--- src/rtl/uart_pkg.sv ---
// Shared UART definitions: parity mode codes, transmitter FSM states and the
// baud rate table with its divider helper. Used by the transmitter and receiver.
package uart_pkg;

   localparam logic [1:0] PAR_NONE = 2'b00;
   localparam logic [1:0] PAR_EVEN = 2'b01;
   localparam logic [1:0] PAR_ODD  = 2'b10;

   typedef enum logic [2:0] {
      ST_IDLE,
      ST_START,
      ST_DATA,
      ST_PARITY,
      ST_STOP
   } tx_state_t;

   // Indexed by baud_select 3'b000..3'b111.
   localparam int unsigned BAUD_TABLE [0:7] = '{300, 1200, 4800, 9600, 19200, 38400, 57600, 115200};

   // Clocks per sample tick, truncated.
   function automatic int unsigned baud_div(input int unsigned clk_hz,
                                            input int unsigned oversample,
                                            input logic [2:0]  sel);
      return clk_hz / (oversample * BAUD_TABLE[sel]);
   endfunction

endpackage

--- src/rtl/uart_baud_tick.sv ---
// Sample tick generator: divides clk down to OVERSAMPLE ticks per bit period
// for the rate chosen by baud_select.
//   clk         system clock
//   rst_n       asynchronous active-low reset
//   baud_select rate index into the baud table
//   tick        one-cycle pulse each time the divider wraps
module uart_baud_tick
   import uart_pkg::*;
#(
   parameter int unsigned CLK_HZ     = 50_000_000,
   parameter int unsigned OVERSAMPLE = 16
) (
   input  logic       clk,
   input  logic       rst_n,
   input  logic [2:0] baud_select,
   output logic       tick
);

   // Slowest rate has the largest divider; it sizes the counter.
   localparam int unsigned MAX_DIV = baud_div(CLK_HZ, OVERSAMPLE, 3'd0);
   localparam int unsigned CNT_W   = $clog2(MAX_DIV + 1);

   logic [CNT_W-1:0] cnt;
   logic [CNT_W-1:0] div_m1;
   logic [2:0]       sel_q;

   // Constant table lookup so no run-time divider is built.
   always_comb begin
      div_m1 = '0;
      for (int unsigned i = 0; i < 8; i++) begin
         if (sel_q == 3'(i)) begin
            div_m1 = CNT_W'(baud_div(CLK_HZ, OVERSAMPLE, 3'(i)) - 1);
         end
      end
   end

   // A pending rate change suppresses the tick; the counter restarts next clock.
   assign tick = (cnt == div_m1) && (baud_select == sel_q);

   always_ff @(posedge clk or negedge rst_n) begin
      if (!rst_n) begin
         cnt   <= '0;
         sel_q <= '0;
      end else if (baud_select != sel_q) begin
         sel_q <= baud_select;
         cnt   <= '0;
      end else if (cnt == div_m1) begin
         cnt <= '0;
      end else begin
         cnt <= cnt + 1'b1;
      end
   end

endmodule

--- src/rtl/uart_tx_param.sv ---
// Parametrised UART transmitter with write FIFO, run-time parity and stop-bit
// selection, and its own oversampling baud tick.
//   Clk, reset     clock and asynchronous active-low reset
//   Tx_WR, Tx_EN   write strobe and transmitter enable (enable also gates writes)
//   Tx_DATA        word to send, LSB first
//   baud_select    rate index; parity_mode 00/11 none, 01 even, 10 odd
//   stop_bits      0 = one stop bit, 1 = two
//   Tx_BUSY        frame in progress or FIFO non-empty
//   Tx_FULL        FIFO full (registered)
//   Tx_OVF         one-cycle pulse when a write is dropped
//   TxD            serial line, idle high
module uart_tx_param
   import uart_pkg::*;
#(
   parameter int unsigned DATA_WIDTH = 8,
   parameter int unsigned FIFO_DEPTH = 4,
   parameter int unsigned CLK_HZ     = 50_000_000,
   parameter int unsigned OVERSAMPLE = 16
) (
   input  logic                  Clk,
   input  logic                  reset,
   input  logic                  Tx_WR,
   input  logic                  Tx_EN,
   input  logic [DATA_WIDTH-1:0] Tx_DATA,
   input  logic [2:0]            baud_select,
   input  logic [1:0]            parity_mode,
   input  logic                  stop_bits,
   output logic                  Tx_BUSY,
   output logic                  Tx_FULL,
   output logic                  Tx_OVF,
   output logic                  TxD
);

   localparam int unsigned PTR_W = (FIFO_DEPTH > 1) ? $clog2(FIFO_DEPTH) : 1;
   localparam int unsigned CNT_W = $clog2(FIFO_DEPTH + 1);
   localparam int unsigned OS_W  = (OVERSAMPLE > 1) ? $clog2(OVERSAMPLE) : 1;
   localparam int unsigned BIT_W = $clog2(DATA_WIDTH);

   logic                  tick;
   logic [DATA_WIDTH-1:0] mem [FIFO_DEPTH];
   logic [PTR_W-1:0]      wr_ptr, rd_ptr;
   logic [CNT_W-1:0]      count, count_n;
   logic                  full_q, ovf_q, fifo_empty;
   logic                  push, pop, drop;

   tx_state_t             state, state_n;
   logic [OS_W-1:0]       os_cnt;
   logic [BIT_W-1:0]      bit_idx;
   logic [DATA_WIDTH-1:0] shreg;
   logic                  par_en, par_bit, stop_two, stop_idx;
   logic                  bit_end, txd_c;

   uart_baud_tick #(
      .CLK_HZ     (CLK_HZ),
      .OVERSAMPLE (OVERSAMPLE)
   ) u_tick (
      .clk         (Clk),
      .rst_n       (reset),
      .baud_select (baud_select),
      .tick        (tick)
   );

   // ---------------- write FIFO ----------------
   assign fifo_empty = (count == '0);
   // A pop in the same cycle frees the slot, so a write to a full FIFO succeeds.
   assign push = Tx_WR && Tx_EN && (!full_q || pop);
   assign drop = Tx_WR && Tx_EN && full_q && !pop;

   always_comb begin
      count_n = count;
      if (push && !pop) begin
         count_n = count + 1'b1;
      end else if (pop && !push) begin
         count_n = count - 1'b1;
      end
   end

   always_ff @(posedge Clk) begin
      if (push) begin
         mem[wr_ptr] <= Tx_DATA;
      end
   end

   always_ff @(posedge Clk or negedge reset) begin
      if (!reset) begin
         wr_ptr <= '0;
         rd_ptr <= '0;
         count  <= '0;
         full_q <= 1'b0;
         ovf_q  <= 1'b0;
      end else begin
         if (push) wr_ptr <= wr_ptr + 1'b1;
         if (pop)  rd_ptr <= rd_ptr + 1'b1;
         count  <= count_n;
         full_q <= (count_n == CNT_W'(FIFO_DEPTH));
         ovf_q  <= drop;
      end
   end

   // ---------------- transmit FSM ----------------
   assign bit_end = tick && (os_cnt == OS_W'(OVERSAMPLE - 1));

   always_ff @(posedge Clk or negedge reset) begin
      if (!reset) state <= ST_IDLE;
      else        state <= state_n;
   end

   always_comb begin
      state_n = state;
      pop     = 1'b0;
      txd_c   = 1'b1;
      case (state)
         ST_IDLE: begin
            if (tick && !fifo_empty && Tx_EN) begin
               pop     = 1'b1;
               state_n = ST_START;
            end
         end
         ST_START: begin
            txd_c = 1'b0;
            if (bit_end) state_n = ST_DATA;
         end
         ST_DATA: begin
            txd_c = shreg[0];
            if (bit_end && bit_idx == BIT_W'(DATA_WIDTH - 1)) begin
               state_n = par_en ? ST_PARITY : ST_STOP;
            end
         end
         ST_PARITY: begin
            txd_c = par_bit;
            if (bit_end) state_n = ST_STOP;
         end
         ST_STOP: begin
            if (bit_end && (stop_idx || !stop_two)) begin
               // Chain straight into the next start bit when more data waits.
               if (!fifo_empty && Tx_EN) begin
                  pop     = 1'b1;
                  state_n = ST_START;
               end else begin
                  state_n = ST_IDLE;
               end
            end
         end
         default: state_n = ST_IDLE;
      endcase
   end

   // Frame configuration and parity are captured with the word at pop time.
   always_ff @(posedge Clk or negedge reset) begin
      if (!reset) begin
         os_cnt   <= '0;
         bit_idx  <= '0;
         shreg    <= '0;
         par_en   <= 1'b0;
         par_bit  <= 1'b0;
         stop_two <= 1'b0;
         stop_idx <= 1'b0;
      end else if (pop) begin
         shreg    <= mem[rd_ptr];
         par_en   <= (parity_mode == PAR_EVEN) || (parity_mode == PAR_ODD);
         par_bit  <= (^mem[rd_ptr]) ^ (parity_mode == PAR_ODD);
         stop_two <= stop_bits;
         stop_idx <= 1'b0;
         os_cnt   <= '0;
         bit_idx  <= '0;
      end else if (tick && state != ST_IDLE) begin
         os_cnt <= bit_end ? '0 : os_cnt + 1'b1;
         if (bit_end && state == ST_DATA) begin
            shreg   <= shreg >> 1;
            bit_idx <= bit_idx + 1'b1;
         end
         if (bit_end && state == ST_STOP) begin
            stop_idx <= 1'b1;
         end
      end
   end

   assign TxD     = txd_c;
   assign Tx_BUSY = (state != ST_IDLE) || !fifo_empty;
   assign Tx_FULL = full_q;
   assign Tx_OVF  = ovf_q;

endmodule

--- config.mk ---
export PLATFORM = sky130hd
export DESIGN_NAME = uart_tx_param
export DESIGN_NICKNAME = d
export VERILOG_FILES = /design/src/rtl/uart_pkg.sv /design/src/rtl/uart_baud_tick.sv /design/src/rtl/uart_tx_param.sv
export SDC_FILE = /design/constraint.sdc
export NUM_CORES = 1
export LEC_CHECK = 0
export ABC_AREA = 0
export ABC_CLOCK_PERIOD_IN_PS = 3400
export CELL_PAD_IN_SITES_DETAIL_PLACEMENT = 0
export CELL_PAD_IN_SITES_GLOBAL_PLACEMENT = 1
export CORE_AREA = 4 4 97 99
export DETAILED_ROUTE_END_ITERATION = 12
export DIE_AREA = 0 0 101 103
export HOLD_SLACK_MARGIN = 0.02
export PLACE_DENSITY = 0.87
export SYNTH_ARGS = -nofsm -noshare
export SYNTH_HDL_FRONTEND = slang
export SYNTH_SLANG_ARGS = --single-unit
--- constraint.sdc ---
create_clock -name Clk -period 3.4 [get_ports Clk]
set_clock_uncertainty 0.05 [all_clocks]
set_input_delay 0.68 -clock Clk [delete_from_list [all_inputs] [get_ports Clk]]
set_output_delay 0.68 -clock Clk [all_outputs]
set_load 0.005 [all_outputs]
* Word level (Yosys, flattened, before mapping)
Memories as Yosys holds them, arrays and structs flattened.
Cells that the tools add are included.
** Cells by class
- Add/sub/neg operators :: 7
- Multipliers :: 0
- Div/mod/pow operators :: 0
- Order comparisons :: 0
- Eq/ne operators :: 24
- Shifts and indexed selects :: 0
- Multiplexer cells :: 39
- Bitwise logic cells :: 1
- Reductions and logical operators :: 36
** Operators by type and width (number)
- two-way mux 14 bit :: 10
- two-way mux 3 bit :: 11
- two-way mux 8 bit :: 3
- == test 3 bit (second input constant) :: 7
- logical AND 1 bit :: 16
- one-hot mux 3 bit (5 select lines) :: 1
- adder 14 x 1 -> 14 bit (second input constant) :: 1
- == test 14 bit :: 1
- == test 3 x 2 -> 1 bit (second input constant) :: 4
- two-way mux 4 bit :: 3
- != test 2 bit (second input constant) :: 5
- logical NOT 3 bit :: 3
- two-way mux 1 bit :: 9
- XOR reduction 8 bit :: 1
- adder 3 x 1 -> 3 bit (second input constant) :: 2
- == test 3 x 1 -> 1 bit (second input constant) :: 2
- nonzero test 2 bit :: 3
- logical NOT 1 bit :: 5
- AND reduction 5 bit :: 1
- adder 2 x 1 -> 2 bit (second input constant) :: 2
- adder 4 x 1 -> 4 bit (second input constant) :: 1
- == test 4 bit (second input constant) :: 1
- logical OR 1 bit :: 4
- AND reduction 2 bit :: 2
- 9 further kinds :: 9
** Word-level totals
- Flip-flop bits (word level) :: 48
- Bits in latches :: 0
- Memory bits (writable) :: 32
- ROM bits :: 0
- Input bits :: 18
- Memories :: 1
** Memories
- mem :: words 4, bits a word 8, read ports 1, clocked after memory_dff 0, write ports 1, RTL line uart_tx_param.sv:40 : logic [DATA_WIDTH-1:0] mem [FIFO_DEPTH];

* Depth between registers and ports, before layout
- Depth after elaboration :: 22
- Mapped depth :: 10

* By module
A second synthesis with hierarchy kept.
** Unflattened totals
- Cells, all modules :: 362
- Area total of the unflattened synthesis :: 4090.2 sq um
** By module, submodules not included
- uart_tx_param :: times used 1, cells an instance 227, area each 2941.6 sq um
- uart_baud_tick :: times used 1, cells an instance 135, area each 1148.6 sq um

* Worst setup path after synthesis
Ideal clock, no wire load.
- Path type :: input -> register
- Start point :: input port baud_select[1]
- End point :: memory mem[0][0], enable pin
- Setup time :: 332 ps
- Data arrival time :: 2519 ps
- Required time :: 3018 ps
- Path slack :: 499 ps
- Stages :: 7
- Buffers on the path :: 1
- Path through :: xnor2_1 > nand3_1 > or3_1 > or4_1 > buf_2 > a21oi_1 > and2_1
** On the way
- Longest elaborated chain between the ends :: 10
- Elaborated cells between the ends (all ways) :: 13
- Those cells by class :: eq/ne (1); mux (5); reduce/logical (7)
** Ends and longest elaborated chain
- start, declared :: RTL line uart_tx_param.sv:25 : input logic [2:0] baud_select,
- == test 3 bit * :: RTL line uart_baud_tick.sv:38 : assign tick = (cnt == div_m1) && (baud_select == sel_q);
- logical AND 1 bit * :: RTL line uart_baud_tick.sv:38
- logical AND 1 bit, on equally long branches :: RTL line uart_tx_param.sv:101, uart_tx_param.sv:114
- logical AND 1 bit, on equally long branches :: RTL line uart_tx_param.sv:134, uart_tx_param.sv:114
- two-way mux 1 bit, on equally long branches :: RTL line uart_tx_param.sv:134, uart_tx_param.sv:114
- one-hot mux 1 bit (2 select lines) * :: RTL line uart_tx_param.sv:112 : case (state)
- logical OR 1 bit * :: RTL line uart_tx_param.sv:66 : assign push = Tx_WR && Tx_EN && (!full_q || pop);
- logical AND 1 bit * :: RTL line uart_tx_param.sv:66
- two-way mux 1 bit * :: RTL line uart_tx_param.sv:79 : if (push) begin
- two-way mux 1 bit (implied by the code) * :: RTL line uart_tx_param.sv:80 : mem[wr_ptr] <= Tx_DATA;
- end, declared :: RTL line uart_tx_param.sv:40
Mark *: on every way between the ends. The rest lies on a longest branch, timed or not.

* Worst setup path in the final report
- Start point :: register u_tick.sel_q[1]
- End point :: register full_q, in the netlist Tx_FULL
** On the way
- Longest elaborated chain between the ends :: 22
- Elaborated cells between the ends (all ways) :: 35
- Those cells by class :: eq/ne (10); mux (13); reduce/logical (12)
** Ends and longest elaborated chain
- start, declared :: RTL line uart_baud_tick.sv:25 : logic [2:0] sel_q;
- start signal, assigned :: RTL line uart_baud_tick.sv:45 : sel_q <= baud_select;
- logical NOT 3 bit :: RTL line uart_baud_tick.sv:31 : if (sel_q == 3'(i)) begin
- two-way mux 14 bit (8 in a row) :: RTL line uart_baud_tick.sv:31
- == test 14 bit :: RTL line uart_baud_tick.sv:38
- logical AND 1 bit * :: RTL line uart_baud_tick.sv:38
- logical AND 1 bit, on equally long branches :: RTL line uart_tx_param.sv:101, uart_tx_param.sv:114
- logical AND 1 bit, on equally long branches :: RTL line uart_tx_param.sv:134, uart_tx_param.sv:114
- two-way mux 1 bit, on equally long branches :: RTL line uart_tx_param.sv:134, uart_tx_param.sv:114
- one-hot mux 1 bit (2 select lines) * :: RTL line uart_tx_param.sv:112
- logical OR 1 bit :: RTL line uart_tx_param.sv:66
- logical AND 1 bit :: RTL line uart_tx_param.sv:66
- logical NOT 1 bit :: RTL line uart_tx_param.sv:73 : end else if (pop && !push) begin
- logical AND 1 bit :: RTL line uart_tx_param.sv:73
- two-way mux 3 bit :: RTL line uart_tx_param.sv:73
- two-way mux 3 bit * :: RTL line uart_tx_param.sv:71 : if (push && !pop) begin
- via count_n[1] :: RTL line uart_tx_param.sv:42 : logic [CNT_W-1:0] count, count_n;
- == test 3 bit * :: RTL line uart_tx_param.sv:95 : full_q <= (count_n == CNT_W'(FIFO_DEPTH));
- end signal, assigned :: RTL line uart_tx_param.sv:95
- end, declared :: RTL line uart_tx_param.sv:43 : logic full_q, ovf_q, fifo_empty;
The timed path passes the listed nets; every way through them passes the cells marked *.
A chain may end at the register's enable or synchronous reset.

==> impl_metrics.csv <==
group,metric,value,unit
floorplan,die_height,103,um
grt,grt_first_pass_wirelength,12.61,mm
synth,synth.yosys.seq_area_share,54.39,%
synth,synth_enable_flop_cells,32,
clock_network,clk_pin_slew_worst_paths,0.09,ns
timing,timing.final.crit_share,93.01,%
run_status,status,"complete, no violations",
pwr,seq_power_share,48.6,%
detailed_routing,drcViolationCount,0,
clock_network,cts_buffer_depth,2,
detailed_routing,avgViaCountPerCell,5.324,
hold_path,tightest_hold_check_type,"in2async",
cells_and_area,n_antenna_cell,0,
cells_and_area,commonest_non_fill_non_tap_cell_in_the_layout,"sky130_fd_sc_hd__dfrtp_1",
synth,netlist_top_cells_area,"sky130_fd_sc_hd__dfrtp_1 (30%), sky130_fd_sc_hd__edfxtp_1 (24%), sky130_fd_sc_hd__mux4_2 (4.5%)",
timing,finalWorstPathRequiredPeriod,3.162,ns
detailed_routing,final_antenna_net_count,0,
cells_and_area,layout_common_cells,"sky130_fd_sc_hd__dfrtp_1 (48), sky130_fd_sc_hd__nor2_1 (41), sky130_fd_sc_hd__nand2_1 (33)",
grt,first_global_vias,2657,
detailed_routing,avgRoutedWirePerCell,14.86,um
detailed_routing,drt_iter0_drc,106,
floorplan,die-width,101,um
pwr,power,2.428,mW
cells_and_area,filler_cell_count,722,
clock_network,cts_tree,"built",
synth,syn_area,0.003975,sq mm
pwr,comb_power_share,18.1,%
worst_setup_path,reg2reg_setup_slack,0.24,ns
worst_setup_path,criticalPathCategory,"reg2reg",
floorplan,core,0.008551,sq mm
detailed_routing,drt_pass_1_iters,4,
floorplan,num_io_pins,22,
floorplan,start_util,46.49,%
synth,netlist-cell-type-count,50,
synth,syn-mean-instance-area,11.32,sq um
synth,yosys_most_used_dff,"sky130_fd_sc_hd__dfrtp_1",
floorplan,die-area,0.01040,sq mm
cells_and_area,post_route_cells_drive_above_1_share,11.26,%
clock_network,cts_inserted_buffers,9,
worst_setup_path,critical_path.startpoint,"u_tick.sel_q[1]$_DFFE_PN0N_",
timing,grt_setup_unrepaired,"no",
grt,grt.total_usage,15.56,%
floorplan,row_count,34,
timing,finalHoldViolCount,0,
placed_design,post-dp-hpwl,5.149,mm
clock_network,post_cts_resized,0,
timing,max_clock_freq,0.3162,GHz
clock_network,cts-hold-fix-buffers,0,
timing,totalNegativeSetupSlack,0,ns
cells_and_area,nets,407,
detailed_routing,wirelength,7.280,mm
synth,netlist.area_leader.share,30.22,%
cells_and_area,syn2layout_area_growth,15.55,%
worst_setup_path,arrival,3.39,ns
placed_design,port-buffer-count,21,
worst_setup_path,cp_max_fo,23,
grt,grt-ovfl-total,0,
placed_design,place.gp.congestion,0.7734,
synth,syn_nets,381,
clock_network,clkLatencyLatePin,0.35,ns
clock_network,clock_tree.htree_level_count,3,
pwr,internal_power,1.761,mW
timing,timing_worst_slew_pin_value,0.6450,ns
pwr,total_leakage_power,1.906,nW
pwr,switching_share,27.49,%
timing,timing.max_slew.rel_slack,57.00,%
pwr,vdd_drop_max,0.2643,mV
clock_network,cts.sinks,80,
synth,synthCells,351,
synth,synth_top_cell_by_area,"sky130_fd_sc_hd__dfrtp_1",
pwr,p_sw,0.6675,mW
grt,number_of_antenna_violations_at_the_first_check_in_global_routing,0,
pwr,p_clk_share,33.4,%
synth,synth_async_sr_flop_share,60.00,%
worst_setup_path,reg_to_reg_startpoint,"u_tick.sel_q[1]$_DFFE_PN0N_",
worst_setup_path,ff2ff_path_depth,9,
run,drv_cap,0,
worst_setup_path,capturing_element_type_of_the_critical_path,"flip-flop",
pwr,p_per_area,528.7,mW/mm^2
worst_setup_path,endpoint_of_the_most_critical_setup_path,"Tx_FULL$_DFF_PN0_",
clock_network,postCtsSetupRepairBufs,0,
timing,report.final.setup_viol,0,
synth,synth-warning-count,0,
detailed_routing,detailroute.via_count,2609,
clock_network,master_cell_of_the_clock_root_buffer,"sky130_fd_sc_hd__clkbuf_8",
synth,synth_seq_cells,80,
cells_and_area,multi_input_logic_area,0.001673,sq mm
timing,finalMaxSlewViolations,0,
worst_setup_path,worstPathRequired,3.63,ns
timing,timing.hold.ws,0.2949,ns
worst_setup_path,crit_path_start_kind,"flip-flop",
worst_setup_path,reg2reg_to,"Tx_FULL$_DFF_PN0_",
cells_and_area,register_area,0.002162,sq mm
grt,pin_count_of_the_biggest_net_entering_global_routing,30,
[synth_stat cells, drive strengths merged, types with 2 or more instances]
cell     n
a21oi   15
a311o    2
a31oi    2
and2     5
and3     7
buf      7
clkbuf  12
dfrtp   48
edfxtp  32
ha      12
inv     14
mux2i   14
mux4     8
nand2   33
nand2b   5
nand3   13
nand3b   3
nand4    4
nor2    41
nor3     4
nor3b    3
nor4     3
nor4bb   2
o21ai    7
o221ai   2
o31ai    3
or3      3
xnor2   20
xor2    11
[critical path, stage by stage (launching register included)]
cell,delay [ns]
sky130_fd_sc_hd__dfrtp_1,0.54
sky130_fd_sc_hd__buf_4,0.24
sky130_fd_sc_hd__or3b_1,0.37
sky130_fd_sc_hd__a21oi_1,0.13
sky130_fd_sc_hd__o221ai_1,0.26
sky130_fd_sc_hd__or4_1,0.61
sky130_fd_sc_hd__buf_4,0.24
sky130_fd_sc_hd__and3_1,0.20
sky130_fd_sc_hd__a211o_1,0.29
sky130_fd_sc_hd__nor3b_2,0.15
[layout make-up]
| class | instances | share of cell area (%) |
|---|---|---|
| clock buffer | 9 | 2.697 |
| clock inverter | 7 | 2.315 |
| inverter | 14 | 1.144 |
| multi-input combinational | 238 | 36.42 |
| sequential | 80 | 47.07 |
| tap | 108 | 2.942 |
| timing repair buffer | 34 | 7.409 |
[worst min-delay path by stage]
stage | to | slack [ns] | cells after the start
2_1_floorplan | Tx_FULL$_DFF_PN0_ | 0.33 | 0
3_3_place_gp | count[2]$_DFF_PN0_ | 0.42 | 1
3_5_place_dp | count[2]$_DFF_PN0_ | 0.41 | 1
4_1_cts | u_tick.cnt[13]$_DFF_PN0_ | 0.31 | 1
5_1_grt | u_tick.cnt[13]$_DFF_PN0_ | 0.35 | 1
6_report | u_tick.cnt[13]$_DFF_PN0_ | 0.29 | 1
[flip-flops by register name, summed over array words and instances, names as in the netlist, 2 cells and up]
signal and flops:
mem 32, u_tick.cnt 14, shreg 8, os_cnt 4
bit_idx 3, count 3, state 3, u_tick.sel_q 3
rd_ptr 2, wr_ptr 2
[power by group through the flow]
| stage | Combinational [mW] | Sequential (mW) | Clock, mW |
|---|---|---|---|
| finish | 0.439 | 1.18 | 0.810 |
| global route | 0.497 | 1.20 | 0.870 |
| CTS | 0.447 | 1.18 | 0.838 |
| detailed placement | 0.439 | 1.20 | 0 |
| global placement | 0.426 | 1.20 | 0 |
| floorplan | 0.296 | 1.17 | 0 |
[stage by stage]
stage | cells | cell area (sq um) | setup WS (ns) | utilization, %
after detailed placement | 474 | 4363 | 0.07979 | 51.02
after floorplan | 351 | 3975 | 0.4989 | -
final | 490 | 4593 | 0.2375 | 53.72
after CTS | 490 | 4593 | 0.2607 | 53.72
after global routing | 490 | 4593 | 0.03736 | 53.72
after global placement | 474 | 4363 | 0.1273 | 51.02
[cells by family (layout without fill, tap and decap cells)]
kind of cell,count (synthesis),in the layout,share of synthesized area [%]
XOR/XNOR,31,31,6.830
AO/OA/AOI/OAI,42,42,6.925
multiplexers,22,22,8.058
buffers and inverters,33,64,3.525
adder cells (fa/ha/maj),12,12,3.777
AND/OR/NAND/NOR,131,131,16.49
flip-flops,80,80,54.39
[layer usage]
| layer | GRT usage, % | part of all wire [%] | wire length, um | vias up |
|---|---|---|---|---|
| met5 | 0 | 0 | 0 | - |
| met4 | 5.521 | 1.4 | 105 | 0 |
| met3 | 2.774 | 3.1 | 228 | 10 |
| met2 | 25.11 | 47 | 3396 | 33 |
| met1 | 21.28 | 49 | 3550 | 1272 |
| li1 | - | - | - | 1294 |
Note: power is estimated with default switching activity, not from simulation.
